===== src/rtl/instr_fetch_if.sv =====
// Fetch-stage bus: hazard/branch controls in, instruction memory port,
// and the IF/ID pipeline register outputs toward decode.
interface instr_fetch_if;
    logic        stall;
    logic        br_taken;
    logic [13:0] br_target;
    logic [13:0] addr_IM;
    logic        rd_en_IM;
    logic [15:0] instr_IM;
    logic [15:0] instr_IF_ID;
    logic [13:0] pc_IF_ID;
    logic        valid_IF_ID;
    logic        halted;

    // The fetch stage itself
    modport master (
        input  stall,
        input  br_taken,
        input  br_target,
        input  instr_IM,
        output addr_IM,
        output rd_en_IM,
        output instr_IF_ID,
        output pc_IF_ID,
        output valid_IF_ID,
        output halted
    );

    // Everything around the fetch stage (memory, hazard unit, decode)
    modport slave (
        output stall,
        output br_taken,
        output br_target,
        output instr_IM,
        input  addr_IM,
        input  rd_en_IM,
        input  instr_IF_ID,
        input  pc_IF_ID,
        input  valid_IF_ID,
        input  halted
    );
endinterface


===== src/rtl/instr_fetch.sv =====
// Instruction fetch stage of the 16-bit CPU. Owns the PC, addresses the
// 16K x 16 instruction memory (which samples on negedge) and registers the
// returned word into IF/ID. Stalls hold everything, branches redirect and
// flush, and a HALT opcode parks fetch until a branch or reset.
module instr_fetch #(
    parameter logic [13:0] RESET_PC  = 14'h0000,
    parameter logic [15:0] NOP_INSTR = 16'h0000,
    parameter logic [3:0]  HALT_OP   = 4'hF
) (
    input  logic          clk,
    input  logic          rst,
    instr_fetch_if.master bus
);

    typedef enum logic {
        S_FETCH = 1'b0,
        S_HALT  = 1'b1
    } state_t;

    state_t      state;
    logic [13:0] pc;
    logic [13:0] pc_inc;
    logic [15:0] instr_q;
    logic [13:0] pc_id_q;
    logic        valid_q;
    logic        halted_q;

    // 14-bit increment wraps naturally from 3FFF to 0000
    assign pc_inc = pc + 14'd1;

    // The memory only samples the address when fetching and not stalled,
    // so its output holds through stalls and HALT
    assign bus.rd_en_IM    = (state == S_FETCH) && !bus.stall;
    assign bus.addr_IM     = pc;
    assign bus.instr_IF_ID = instr_q;
    assign bus.pc_IF_ID    = pc_id_q;
    assign bus.valid_IF_ID = valid_q;
    assign bus.halted      = halted_q;

    // PC, FSM and IF/ID register; priority is reset > branch > stall > normal
    always_ff @(posedge clk) begin
        if (rst) begin
            state    <= S_FETCH;
            pc       <= RESET_PC;
            instr_q  <= NOP_INSTR;
            pc_id_q  <= 14'h0000;
            valid_q  <= 1'b0;
            halted_q <= 1'b0;
        end else if (bus.br_taken) begin
            state    <= S_FETCH;
            pc       <= bus.br_target;
            instr_q  <= NOP_INSTR;
            valid_q  <= 1'b0;
            halted_q <= 1'b0;
        end else if (!bus.stall) begin
            case (state)
                S_FETCH: begin
                    instr_q <= bus.instr_IM;
                    pc_id_q <= pc_inc;
                    valid_q <= 1'b1;
                    if (bus.instr_IM[15:12] == HALT_OP) begin
                        state    <= S_HALT;
                        halted_q <= 1'b1;
                    end else begin
                        pc <= pc_inc;
                    end
                end
                S_HALT: begin
                    instr_q <= NOP_INSTR;
                    valid_q <= 1'b0;
                end
            endcase
        end
    end

endmodule


===== src/flat_wrapper.sv =====
// flat-port wrapper written by rule: the top's interface ports become plain ports
module instr_fetch_flat 
#(
    parameter logic [13:0] RESET_PC  = 14'h0000,
    parameter logic [15:0] NOP_INSTR = 16'h0000,
    parameter logic [3:0]  HALT_OP   = 4'hF
)
  (clk, rst, bus_stall, bus_br_taken, bus_br_target, bus_instr_IM, bus_addr_IM, bus_rd_en_IM, bus_instr_IF_ID, bus_pc_IF_ID, bus_valid_IF_ID, bus_halted);
  instr_fetch_if bus_i ();
  input  logic clk;
  input  logic rst;
  input wire logic [$bits(bus_i.stall)-1:0] bus_stall;
  input wire logic [$bits(bus_i.br_taken)-1:0] bus_br_taken;
  input wire logic [$bits(bus_i.br_target)-1:0] bus_br_target;
  input wire logic [$bits(bus_i.instr_IM)-1:0] bus_instr_IM;
  output wire logic [$bits(bus_i.addr_IM)-1:0] bus_addr_IM;
  output wire logic [$bits(bus_i.rd_en_IM)-1:0] bus_rd_en_IM;
  output wire logic [$bits(bus_i.instr_IF_ID)-1:0] bus_instr_IF_ID;
  output wire logic [$bits(bus_i.pc_IF_ID)-1:0] bus_pc_IF_ID;
  output wire logic [$bits(bus_i.valid_IF_ID)-1:0] bus_valid_IF_ID;
  output wire logic [$bits(bus_i.halted)-1:0] bus_halted;
  assign bus_i.stall = bus_stall;
  assign bus_i.br_taken = bus_br_taken;
  assign bus_i.br_target = bus_br_target;
  assign bus_i.instr_IM = bus_instr_IM;
  assign bus_addr_IM = bus_i.addr_IM;
  assign bus_rd_en_IM = bus_i.rd_en_IM;
  assign bus_instr_IF_ID = bus_i.instr_IF_ID;
  assign bus_pc_IF_ID = bus_i.pc_IF_ID;
  assign bus_valid_IF_ID = bus_i.valid_IF_ID;
  assign bus_halted = bus_i.halted;
  instr_fetch #(.RESET_PC(RESET_PC), .NOP_INSTR(NOP_INSTR), .HALT_OP(HALT_OP)) u_core (.clk(clk), .rst(rst), .bus(bus_i));
endmodule

===== config.mk =====
export PLATFORM = sky130hd
export DESIGN_NAME = instr_fetch_flat
export DESIGN_NICKNAME = d
export VERILOG_FILES = /design/src/rtl/instr_fetch_if.sv /design/src/rtl/instr_fetch.sv /design/src/flat_wrapper.sv
export SDC_FILE = /design/constraint.sdc
export NUM_CORES = 1
export LEC_CHECK = 0
export CAP_MARGIN = 5
export CORE_ASPECT_RATIO = 0.5
export CORE_UTILIZATION = 46
export CTS_CLUSTER_DIAMETER = 50
export DETAILED_ROUTE_END_ITERATION = 12
export GPL_TIMING_DRIVEN = 0
export PLACE_DENSITY_LB_ADDON = 0.25
export SLEW_MARGIN = 40
export SYNTH_ARGS = -nofsm -noshare
export SYNTH_HDL_FRONTEND = slang
export SYNTH_SLANG_ARGS = --single-unit

===== constraint.sdc =====
create_clock -name clk -period 3 [get_ports clk]
set_input_delay 0.6 -clock clk [delete_from_list [all_inputs] [get_ports clk]]
set_output_delay 0.6 -clock clk [all_outputs]
set_load 0.05 [all_outputs]

# Word level (Yosys, flattened, before mapping)
# Cells that the tools add are included.
[classes]
bitwise_logic = 3
eq_ne = 4
mux = 8
addsub = 1
n_reduce_logical = 6
[ops]
columns = ["operator", "count"]
rows = [
  ["two-way mux 14 bit", 4],
  ["one-hot mux 16 bit (2 select lines)", 1],
  ["adder 14 x 1 -> 14 bit, second input constant", 1],
  ["AND reduction 3 bit", 3],
  ["== test 4 bit, second input constant", 1],
  ["inequality test 2 bit, second input constant", 2],
  ["inverter 1 bit", 3],
  ["two-way mux 1 bit", 2],
  ["inequality test 2 x 1 -> 1 bit, second input constant", 1],
  ["one-hot mux 1 bit (2 select lines)", 1],
  ["OR reduction 2 bit", 1],
  ["logical AND 1 bit", 1],
  ["logical NOT 1 bit", 1],
]
[totals]
wordCells = 28
output_inout_bits = 47
regBits = 47
in_bits = 34

# Longest topological paths before layout
[depth]
word_depth = 5
mapped_depth = 7
depth_no_buf = 5

# Worst setup path after synthesis
# Ideal clock, no wire load.
[synth_path]
path_type = "input -> output"
startpoint = "input bus_stall"
endpoint = "output bus_rd_en_IM"
required_ns = 2.400
n_path_buf = 3
path_stages = 5
slack_ns = 0.320
arrival_time_ns = 2.080
path_cell_list = "or2_2 > clkbuf_1 > inv_1 > clkbuf_1 > clkbuf_1"
[synth_between]
elab_chain_cells = 2
[synth_lines]
columns = ["element", "line", "source"]
rows = [
  ["start: declaration", "flat_wrapper.sv:12", "input wire logic [$bits(bus_i.stall)-1:0] bus_stall;"],
  ["logical NOT 1 bit", "instr_fetch.sv:33", "assign bus.rd_en_IM = (state == S_FETCH) && !bus.stall;"],
  ["logical AND 1 bit", "instr_fetch.sv:33", ""],
  ["end: declaration", "flat_wrapper.sv:17", "output wire logic [$bits(bus_i.rd_en_IM)-1:0] bus_rd_en_IM;"],
]
# No other way between the ends.

# Worst setup path in the final report
# Same ends and word-level chain as after synthesis.

==> reports/metrics.yaml <==
status:
  run_status: "finished, final reports clean"
logic_synthesis:
  ys.flop_type: "dfxtp_1"
  netlist_instances: 227
  synth-seq-area-share_pct: 47.3
  synth_fp_nets: 262
  synth_seq_cells: 47
  ys.warnings.count: 0
  yosysUniqueCellTypes: 34
  syn_area_sq_um: 1990
  avgSynthCellArea_sq_um: 8.77
  synth_edf_count: 0
  async_flop_share_pct: 0
place:
  hpwlAfterDp_microns: 3950
  dp_slack_ps: -942
  placed_cells: 361
  gp_congestion: 0.838
  port_buffers: 80
setup_path:
  critPathArrivalTime_ps: 2280
  required_ps: 2400
  path_max_fanout: 13
  r2r_start: "u_core.bus.addr_IM[0]"
  r2r_end: "u_core.bus.addr_IM[13]"
  crit_path_end: "bus_rd_en_IM"
  crit_path_start_kind: "input pin"
  rrSetupSlack_ps: 860
  worstSetupPathType: "input pin to output port"
  ff2ff_path_depth: 4
  cp-end-kind: "output port"
  cp-startpoint: "bus_stall"
routing:
  ant_nets: 0
  drt_iter0_markers: 111
  wirelength_microns: 5430
  dr.pass1.iters: 4
  wl_per_cell_microns: 14.8
  drc: 0
  vias: 2054
  viasPerCell: 5.60
global_routing:
  grt_usage_pct: 24.9
  antenna_found_initial: 0
  grt_pass1_vias: 1910
  grt-ovfl-total: 0
  grt_pass1_wl_microns: 8920
  grt_max_degree: 14
floorplanning:
  die_area_sq_um: 4610
  rows: 16
  start_util_pct: 49.5
  die_w_microns: 95.0
  io_pins: 81
  core_sq_um: 4020
  die_h_microns: 48.5
power_and_ir_drop:
  power_density_nw_per_um2: 478
  vdd_ir_drop_max_mv: 0.264
  power.total_w: 0.00141
  p_leak_nw: 1.03
cts:
  cts_root_buffer: "clkbuf_8"
  holdBufCountCts: 0
  cts.sinks: 47
  cts_setup_buffers: 0
  clk_pin_slew_ps: 80
  cts_tree: "yes"
  htreeDepth: 2
  cts_buffer_depth: 2
  cts-buffers-inserted: 5
  insertion_delay_ps: 300
finish:
  mostFrequentLayoutCell: "clkdlybuf4s50_1"
  diodes: 0
  final_cell_mix: "clkdlybuf4s50_1 (79), dfxtp_1 (47), nor2_1 (35)"
  finalNonFillerCells: 367
  fin_nets: 348
  finalCoreUtilization_pct: 73.2
  drive_above_1_share_pct: 5.43
  area_growth_pct: 47.9
timing:
  clock_skew_ps: 6.31
  tightest_slew_ps: 540
  finalSetupViolCount: 0
  holdWs_ps: 469
  fmax_ghz: 0.347
  maxSlewViolCount: 0
  rsz0062_at_grt: "false"
  period_needed_ps: 2880
  finalCritPeriodShare_pct: 96.1
  hold_viol_final: 0
  slew_headroom_pct: 64.0
  worst_slack_ps: 116
run:
  maxCapViolations: 0
hold_path:
  worst_hold_path_type: "flip-flop to flip-flop"
-- metrics by stage --
step / setup TNS, ps / instance area [sq um]
floorplan: 0 / 1990
global placement: -955 / 2860
detailed placement: -942 / 2860
CTS: 0 / 2940
global route: 0 / 2940
finish: 0 / 2940
-- final cells by class --
class	count	area (sq um)
fillers	317	1080
multi-input cells	162	981
flip-flops and latches	47	941
repair buffers	80	798
clock buffers	6	82.6
well taps	54	67.6
plain buffers	14	55.1
inverters	3	13.8
clock inverters	1	5.00
-- logic make-up after synthesis --
| group | Yosys count | synth area share (%) |
|---|---|---|
| AOI/OAI and AO/OA | 62 | 20.7 |
| xor gates and xnor gates | 18 | 7.92 |
| adders and majority gates | 1 | 0.628 |
| buffers and inverters | 18 | 3.46 |
| DFF | 47 | 47.3 |
| and+or+nand+nor | 81 | 20.1 |
-- routing by layer --
metal	vias up	global-route usage, %	wire, microns
met4	0	6.82	64
met5	-	0	0
met3	9	8.33	505
li1	1002	-	-
met1	946	32.4	2360
met2	97	39.7	2500
-- worst min-delay path by stage --
| stage | from | depth (start not counted) | endpoint | slack, ps |
|---|---|---|---|---|
| 2_1_floorplan | u_core.state | 2 | u_core.state | 450 |
| 3_3_place_gp | u_core.bus.halted | 2 | u_core.bus.halted | 450 |
| 3_5_place_dp | u_core.bus.valid_IF_ID | 2 | u_core.bus.valid_IF_ID | 460 |
| 4_1_cts | u_core.bus.valid_IF_ID | 2 | u_core.bus.valid_IF_ID | 470 |
| 5_1_grt | u_core.bus.valid_IF_ID | 2 | u_core.bus.valid_IF_ID | 490 |
| 6_report | u_core.bus.valid_IF_ID | 2 | u_core.bus.valid_IF_ID | 470 |
-- Yosys cell counts (3+ instances only) --
| master | number | area share [%] |
|---|---|---|
| dfxtp_1 | 47 | 47 |
| nor2_1 | 35 | 6.6 |
| a22oi_1 | 16 | 6.0 |
| clkbuf_1 | 13 | 2.5 |
| nand2_1 | 13 | 2.5 |
| a211oi_1 | 11 | 4.1 |
| a21oi_1 | 11 | 2.8 |
| xor2_1 | 11 | 4.8 |
| o21ai_0 | 10 | 2.5 |
| nand3_1 | 7 | 1.8 |
| xnor2_1 | 7 | 3.1 |
| a31oi_1 | 5 | 1.6 |
| nand4_1 | 5 | 1.6 |
| nor3_1 | 4 | 1.0 |
| a311oi_1 | 3 | 1.3 |
| o311ai_0 | 3 | 1.3 |
| or3_1 | 3 | 0.94 |
-- critical path, stage by stage --
cell             delay [ps]
clkdlybuf4s50_1         410
or2_2                   290
clkbuf_1                240
inv_4                   200
clkbuf_2                260
clkbuf_4                280
-- timing repair --
action | 4_1_cts | 5_1_grt
pin swaps | 0 | 0
resized for setup | 7 | 2
setup endpoints to repair | 1 | 1
-- report_power, final --
part           internal, W  switching, W
Combinational     0.000131      0.000207
Sequential        0.000656     0.0000306
Clock             0.000181      0.000203
-- state kept, by name, summed over array words and instances (netlist names) --
| signal | cells |
|---|---|
| u_core.bus.addr_IM | 14 |
| u_core.bus.halted | 1 |
| u_core.bus.instr_IF_ID | 16 |
| u_core.bus.pc_IF_ID | 14 |
| u_core.bus.valid_IF_ID | 1 |
| u_core.state | 1 |
No activity file was read; power rests on OpenSTA's default activity.
